## config.mk

```make
export PLATFORM = sky130hd
export DESIGN_NAME = enemy_lane_engine
export DESIGN_NICKNAME = d
export VERILOG_FILES = /design/src/rtl/enemy_lane_engine.sv
export SDC_FILE = /design/constraint.sdc
export NUM_CORES = 1
export LEC_CHECK = 0
export CAP_MARGIN = 20
export CORE_MARGIN = 4
export CORE_UTILIZATION = 40
export CTS_CLUSTER_SIZE = 8
export DETAILED_ROUTE_END_ITERATION = 7
export DONT_BUFFER_PORTS = 1
export GPL_TIMING_DRIVEN = 0
export SETUP_SLACK_MARGIN = 0.5
export SLEW_MARGIN = 5
export SYNTH_ARGS = -nofsm -noshare
export SYNTH_HDL_FRONTEND = slang
export SYNTH_SLANG_ARGS = --single-unit
```

## constraint.sdc

```tcl
create_clock -name clk -period 6.56 [get_ports clk]
set_input_delay 1.312 -clock clk [delete_from_list [all_inputs] [get_ports clk]]
set_output_delay 1.312 -clock clk [all_outputs]
set_load 0.1 [all_outputs]
```

## src/rtl/enemy_lane_engine.sv

```systemverilog
// enemy_lane_engine: N falling enemy cars, one per lane, each with its own
// parked/falling state and y position, plus a two-stage pixel path that
// turns the beam position into a sprite ROM address for the lowest-index
// lane under the beam and returns that lane's colour.
//
// Output qualifier: pixel_valid=1 marks the cycle's pixel as belonging to
// an enemy sprite (colour 000 included). There is no backpressure; a new
// beam sample enters every clock and leaves two clocks later.
module enemy_lane_engine #(
   parameter int N       = 4,
   parameter int SPR_W   = 80,
   parameter int SPR_H   = 121,
   parameter int ADDR_W  = 14,
   parameter int SPEED   = 1,
   parameter int Y_LIMIT = 601,
   parameter int Y_PARK  = 620,
   parameter int H_ACT   = 640,
   parameter int V_ACT   = 480
) (
   input  logic              clk,
   input  logic              reset,
   input  logic              tick,
   input  logic [N-1:0]      spawn,
   input  logic [N*10-1:0]   lane_x,
   input  logic              freeze,
   input  logic [9:0]        hcount,
   input  logic [9:0]        vcount,
   output logic [N*10-1:0]   pos_y,
   output logic [N-1:0]      active,
   output logic [ADDR_W-1:0] rom_addr,
   input  logic [2:0]        rom_data,
   output logic [2:0]        pixel,
   output logic              pixel_valid
);

   typedef enum logic {
      LANE_PARKED  = 1'b0,
      LANE_FALLING = 1'b1
   } lane_state_e;

   lane_state_e       state_q [N];
   lane_state_e       state_d [N];
   logic [9:0]        y_q     [N];
   logic [9:0]        y_d     [N];
   logic [10:0]       y_step  [N];
   logic [N-1:0]      lane_hit;
   logic [ADDR_W-1:0] lane_addr [N];

   logic              hit_d, hit_q;
   logic [ADDR_W-1:0] rom_addr_d, rom_addr_q;
   logic [2:0]        pixel_d, pixel_q;
   logic              pixel_valid_d, pixel_valid_q;

   // Per-lane geometry: all sums are 11 bits so x+SPR_W and y+SPR_H never wrap.
   for (genvar g = 0; g < N; g++) begin : g_lane
      logic [10:0] y_ext, x_ext, v_ext, h_ext, dy, dx;
      assign y_ext     = {1'b0, y_q[g]};
      assign x_ext     = {1'b0, lane_x[10*g +: 10]};
      assign v_ext     = {1'b0, vcount};
      assign h_ext     = {1'b0, hcount};
      assign y_step[g] = y_ext + 11'(SPEED);
      assign lane_hit[g] = (v_ext < 11'(V_ACT)) && (h_ext < 11'(H_ACT)) &&
                           (y_ext <= v_ext) && (v_ext < y_ext + 11'(SPR_H)) &&
                           (x_ext <= h_ext) && (h_ext < x_ext + 11'(SPR_W));
      assign dy = v_ext - y_ext;
      assign dx = h_ext - x_ext;
      // Address is recomputed from the beam every pixel, so nothing drifts.
      assign lane_addr[g] = ADDR_W'(32'(dy) * 32'(SPR_W) + 32'(dx));
   end

   // Lane state register: parked at Y_PARK out of reset.
   always_ff @(posedge clk or negedge reset) begin
      if (!reset) begin
         for (int i = 0; i < N; i++) begin
            state_q[i] <= LANE_PARKED;
            y_q[i]     <= 10'(Y_PARK);
         end
      end else begin
         state_q <= state_d;
         y_q     <= y_d;
      end
   end

   // Lane next state: only a non-frozen tick moves, spawns or parks a lane.
   always_comb begin
      for (int i = 0; i < N; i++) begin
         state_d[i] = state_q[i];
         y_d[i]     = y_q[i];
         if (tick && !freeze) begin
            if (spawn[i]) begin
               state_d[i] = LANE_FALLING;
               y_d[i]     = '0;
            end else if (state_q[i] == LANE_FALLING) begin
               if (y_step[i] < 11'(Y_LIMIT)) begin
                  y_d[i] = y_step[i][9:0];
               end else begin
                  state_d[i] = LANE_PARKED;
                  y_d[i]     = 10'(Y_PARK);
               end
            end
         end
      end
   end

   // Lane outputs: packed y positions and the falling flags (the lane state).
   always_comb begin
      pos_y  = '0;
      active = '0;
      for (int i = 0; i < N; i++) begin
         pos_y[10*i +: 10] = y_q[i];
         active[i]         = (state_q[i] == LANE_FALLING);
      end
   end

   // Priority select: scan high to low so the lowest hitting lane wins.
   always_comb begin
      hit_d      = 1'b0;
      rom_addr_d = '0;
      for (int i = N-1; i >= 0; i--) begin
         if (lane_hit[i]) begin
            hit_d      = 1'b1;
            rom_addr_d = lane_addr[i];
         end
      end
   end

   // Stage-2 inputs: colour from the asynchronous ROM, hit flag from stage 1.
   always_comb begin
      pixel_d       = rom_data;
      pixel_valid_d = hit_q;
   end

   // Pixel pipeline registers: address/hit, then colour/valid.
   always_ff @(posedge clk or negedge reset) begin
      if (!reset) begin
         rom_addr_q    <= '0;
         hit_q         <= 1'b0;
         pixel_q       <= '0;
         pixel_valid_q <= 1'b0;
      end else begin
         rom_addr_q    <= rom_addr_d;
         hit_q         <= hit_d;
         pixel_q       <= pixel_d;
         pixel_valid_q <= pixel_valid_d;
      end
   end

   assign rom_addr    = rom_addr_q;
   assign pixel       = pixel_q;
   assign pixel_valid = pixel_valid_q;

endmodule

```

==> results of run 1 <==
## kinds of logic (layout without fill, tap and decap cells)
group                      after synthesis  in the layout
and+or+nand+nor                        398            398
AOI/OAI and AO/OA                      475            475
adders and majority gates              246            246
muxes                                    4              4
buffers and inverters                  197            213
xor gates and xnor gates               151            151
DFF                                     63             63
## Yosys cell counts (all sizes together) (5+ instances only)
library cell / n
nand4: 14
o21a: 25
o21ai: 103
inv: 153
nor2b: 31
o21bai: 16
nor3: 41
a22oi: 5
a2bb2oi: 5
buf: 27
a2111oi: 11
o41ai: 6
o22ai: 16
xor2: 36
o2111ai: 8
ha: 230
o31ai: 6
o31a: 13
nand3b: 6
dfstp: 20
or3: 10
clkbuf: 17
xnor2: 111
o211ai: 12
nor4: 12
nand3: 30
nand2b: 20
nor2: 101
a211oi: 12
a21oi: 141
and2: 12
nand2: 92
a21boi: 11
nand4b: 5
a21o: 36
and3: 10
dfrtp: 43
a311oi: 7
fa: 16
## sequential cells by signal (all words and copies together), names as in the netlist
register	count
pos_y	40
active	4
pixel_valid	1
hit_q	1
rom_addr	14
pixel	3
## stage by stage
step	utilization	setup slack (ns)	cell area [µm²]
after detailed placement	0.423	0.0609	12600
final	0.435	0.881	13000
after global placement	0.423	0.0767	12600
after floorplan	-	0.991	12100
after CTS	0.435	0.535	12900
after global routing	0.435	0.535	13000
## cell type report
| cell class | count | area, µm² |
|---|---|---|
| plain buffers | 44 | 238 |
| clock buffers | 10 | 239 |
| clock inverters | 6 | 92.6 |
| fillers | 3053 | 16800 |
| inverters | 153 | 578 |
| multi-input cells | 1274 | 9720 |
| flip-flops and latches | 63 | 1610 |
| well taps | 390 | 488 |
## per-layer routing
metal | routed length [µm] | track usage | vias up
met2 | 16800 | 0.359 | 211
met5 | 0 | 0 | -
met3 | 1980 | 0.0442 | 26
li1 | - | - | 5556
met4 | 485 | 0.0432 | 0
met1 | 15000 | 0.252 | 5237
## path summary, 6_finish.rpt
| check | from | endpoint | cells after the start |
|---|---|---|---|
| max | vcount[0] | rom_addr[13] | 22 |
| min reg2reg | hit_q | pixel_valid | 0 |
| min in group asynchronous | reset | rom_addr[12] | 0 |
| min | hit_q | pixel_valid | 0 |
| max in group asynchronous | reset | pos_y[19] | 0 |
| max reg2reg | pos_y[32] | rom_addr[13] | 21 |
## where the power goes
group	switching [mW]	internal (mW)
Sequential	0.320	0.425
Clock	0.220	0.346
Combinational	1.49	1.24
## repair_timing
action | CTS | global route
endpoints found under the setup margin | 1 | 1
pin swaps | 0 | 1
resized for setup | 2 | 5
## worst max-delay path, stage by stage
cell	delay [ns]
clkinvlp_4	0.17
ha_1	0.23
inv_1	0.07
fa_1	0.41
a21oi_1	0.21
nor2b_1	0.06
nor2_1	0.12
xnor2_1	0.20
ha_1	0.30
ha_1	0.30
a21o_1	0.17
a21oi_2	0.21
xnor2_1	0.10
ha_1	0.30
o21ai_0	0.08
nand2b_1	0.10
o41ai_1	0.11
a2111oi_1	0.43
xor2_1	0.20
xnor3_1	0.29
a221oi_1	0.31
o21ai_1	0.18
==> out/results.txt, run 1 <==
Per-cell routed wire length - 17.6 µm
Synth Area in Adders - 0.264
Core ar. - 29,800 µm²
Placed cells - 1,924
Status - finished, final reports clean
Share of the synthesized area in the top cell type - 0.237
Post-synth ARST share - 1.00
Seq/Total Area, Yosys - 0.132
Synthesized area per cell - 7.90 µm²
Reg2reg setup slack - 0.91 ns
Critical path capture point type - flop
Clock Tree Root - clkbuf_16
Max Cap Viol - 0
Worst Path Max Fanout - 8
Clk sinks - 63
Worst-path clk slew - 0.07 ns
DRT iter0 DRCs - 507
Clk_skew - 0.0151 ns
Commonest register cell after synthesis - dfrtp_1
H-tree depth - 3
DRC violations left - 0
Die footprint - 33,200 µm²
Post-Syn Area - 12,100 µm²
Largest net degree at the start of global routing - 64
Min cycle time layout - 5.68 ns
Hold_buf cts - 0
Post-Synth Simple-Gate Area - 0.162
Port buffer count - 0
P&R area growth vs syn - 6.88%
RSZ-0062 raised after global routing - no
Worst EP arrival - 5.88 ns
XOR/XNOR Fraction of Synth Area - 0.114
Netlist cell types - 88
First-pass GRT wire length - 55,100 µm
CP Launch Type - input port
Num ports - 133
Row cnt - 63
Post-synth EDFFs - 0
Final Hold Vio Count - 0
Compound-Gate Fraction of Synth Area - 0.258
Ratio of cells with drive above 1 in the final layout - 0.0581
Slew HR - 0.235
Final setup fails - 0
Worst hold slack - 0.358 ns
Most frequent cells in the layout - ha_1 (230), inv_1 (152), a21oi_1 (139)
TNS Setup - 0 ns
Gate count after technology mapping - 1,534
Commonest non-fill, non-tap cell in the layout - ha_1
Slew Limit Fails - 0
Post-route clock period utilization - 0.866
DR vias - 11,030
Worst-Margin Slew - 1.15 ns
Hold crit path type - reg2reg
Total gr overflow - 0
DP HPWL - 28,000 µm
Worst VDD drop - 0.186 mV
Worst-Skew Late Latency - 0.35 ns
Routability Congestion - 0.901
Num CTS Buffers - 9
Die Width - 182 µm
CTS tree - done
Starting Density - 0.407
Main combinational cell family by area after synthesis - adder cells
Non-Filler Instances - 1,940
Post-synth top area cell - ha_1
WS Path Type - in2reg
Initial antenna violation count - 0
Syn nets - 1,851
Syn. warnings - 0
Post-CTS Setup Repair Bufs - 0
Nets - 1,862
First drt pass iteration count - 4
Req. time, crit path - 6.76 ns
N_diodes - 0
Vias/cell - 5.69
Clk buf depth - 2
Die Span Y - 182 µm
Power, Total - 4.04 mW
Mux share of post-synthesis cell area - 0.00351
Top cells by area, synth - ha_1 (24%), dfrtp_1 (8.9%), xnor2_1 (8.0%), a21oi_1 (5.8%), inv_1 (4.7%)
Vias in the first global route - 10,980
Detail Route Antenna Nets - 0
Detailed Route WL - 34,200 µm
Tot GR Track Use - 0.202
Pwr dens - 312 nW/µm²
P_leak - 5.66 nW
Fmax achieved - 176 MHz
FF+latch count, synth - 63
No activity file was read; power rests on OpenSTA's default activity.
==> run 2, diff against run 1 <==
--- a/config.mk
+++ b/config.mk
@@ -13,6 +13,7 @@
 export DONT_BUFFER_PORTS = 1
 export GPL_TIMING_DRIVEN = 0
 export SETUP_SLACK_MARGIN = 0.5
+export SKIP_CTS_REPAIR_TIMING = 1
 export SLEW_MARGIN = 5
 export SYNTH_ARGS = -nofsm -noshare
 export SYNTH_HDL_FRONTEND = slang
==> results of run 2 <==
No change in the layout: final DEF, timing and power equal those of run 1.
Main changes from that run: via count of the first global-routing pass 10980 -> 10978
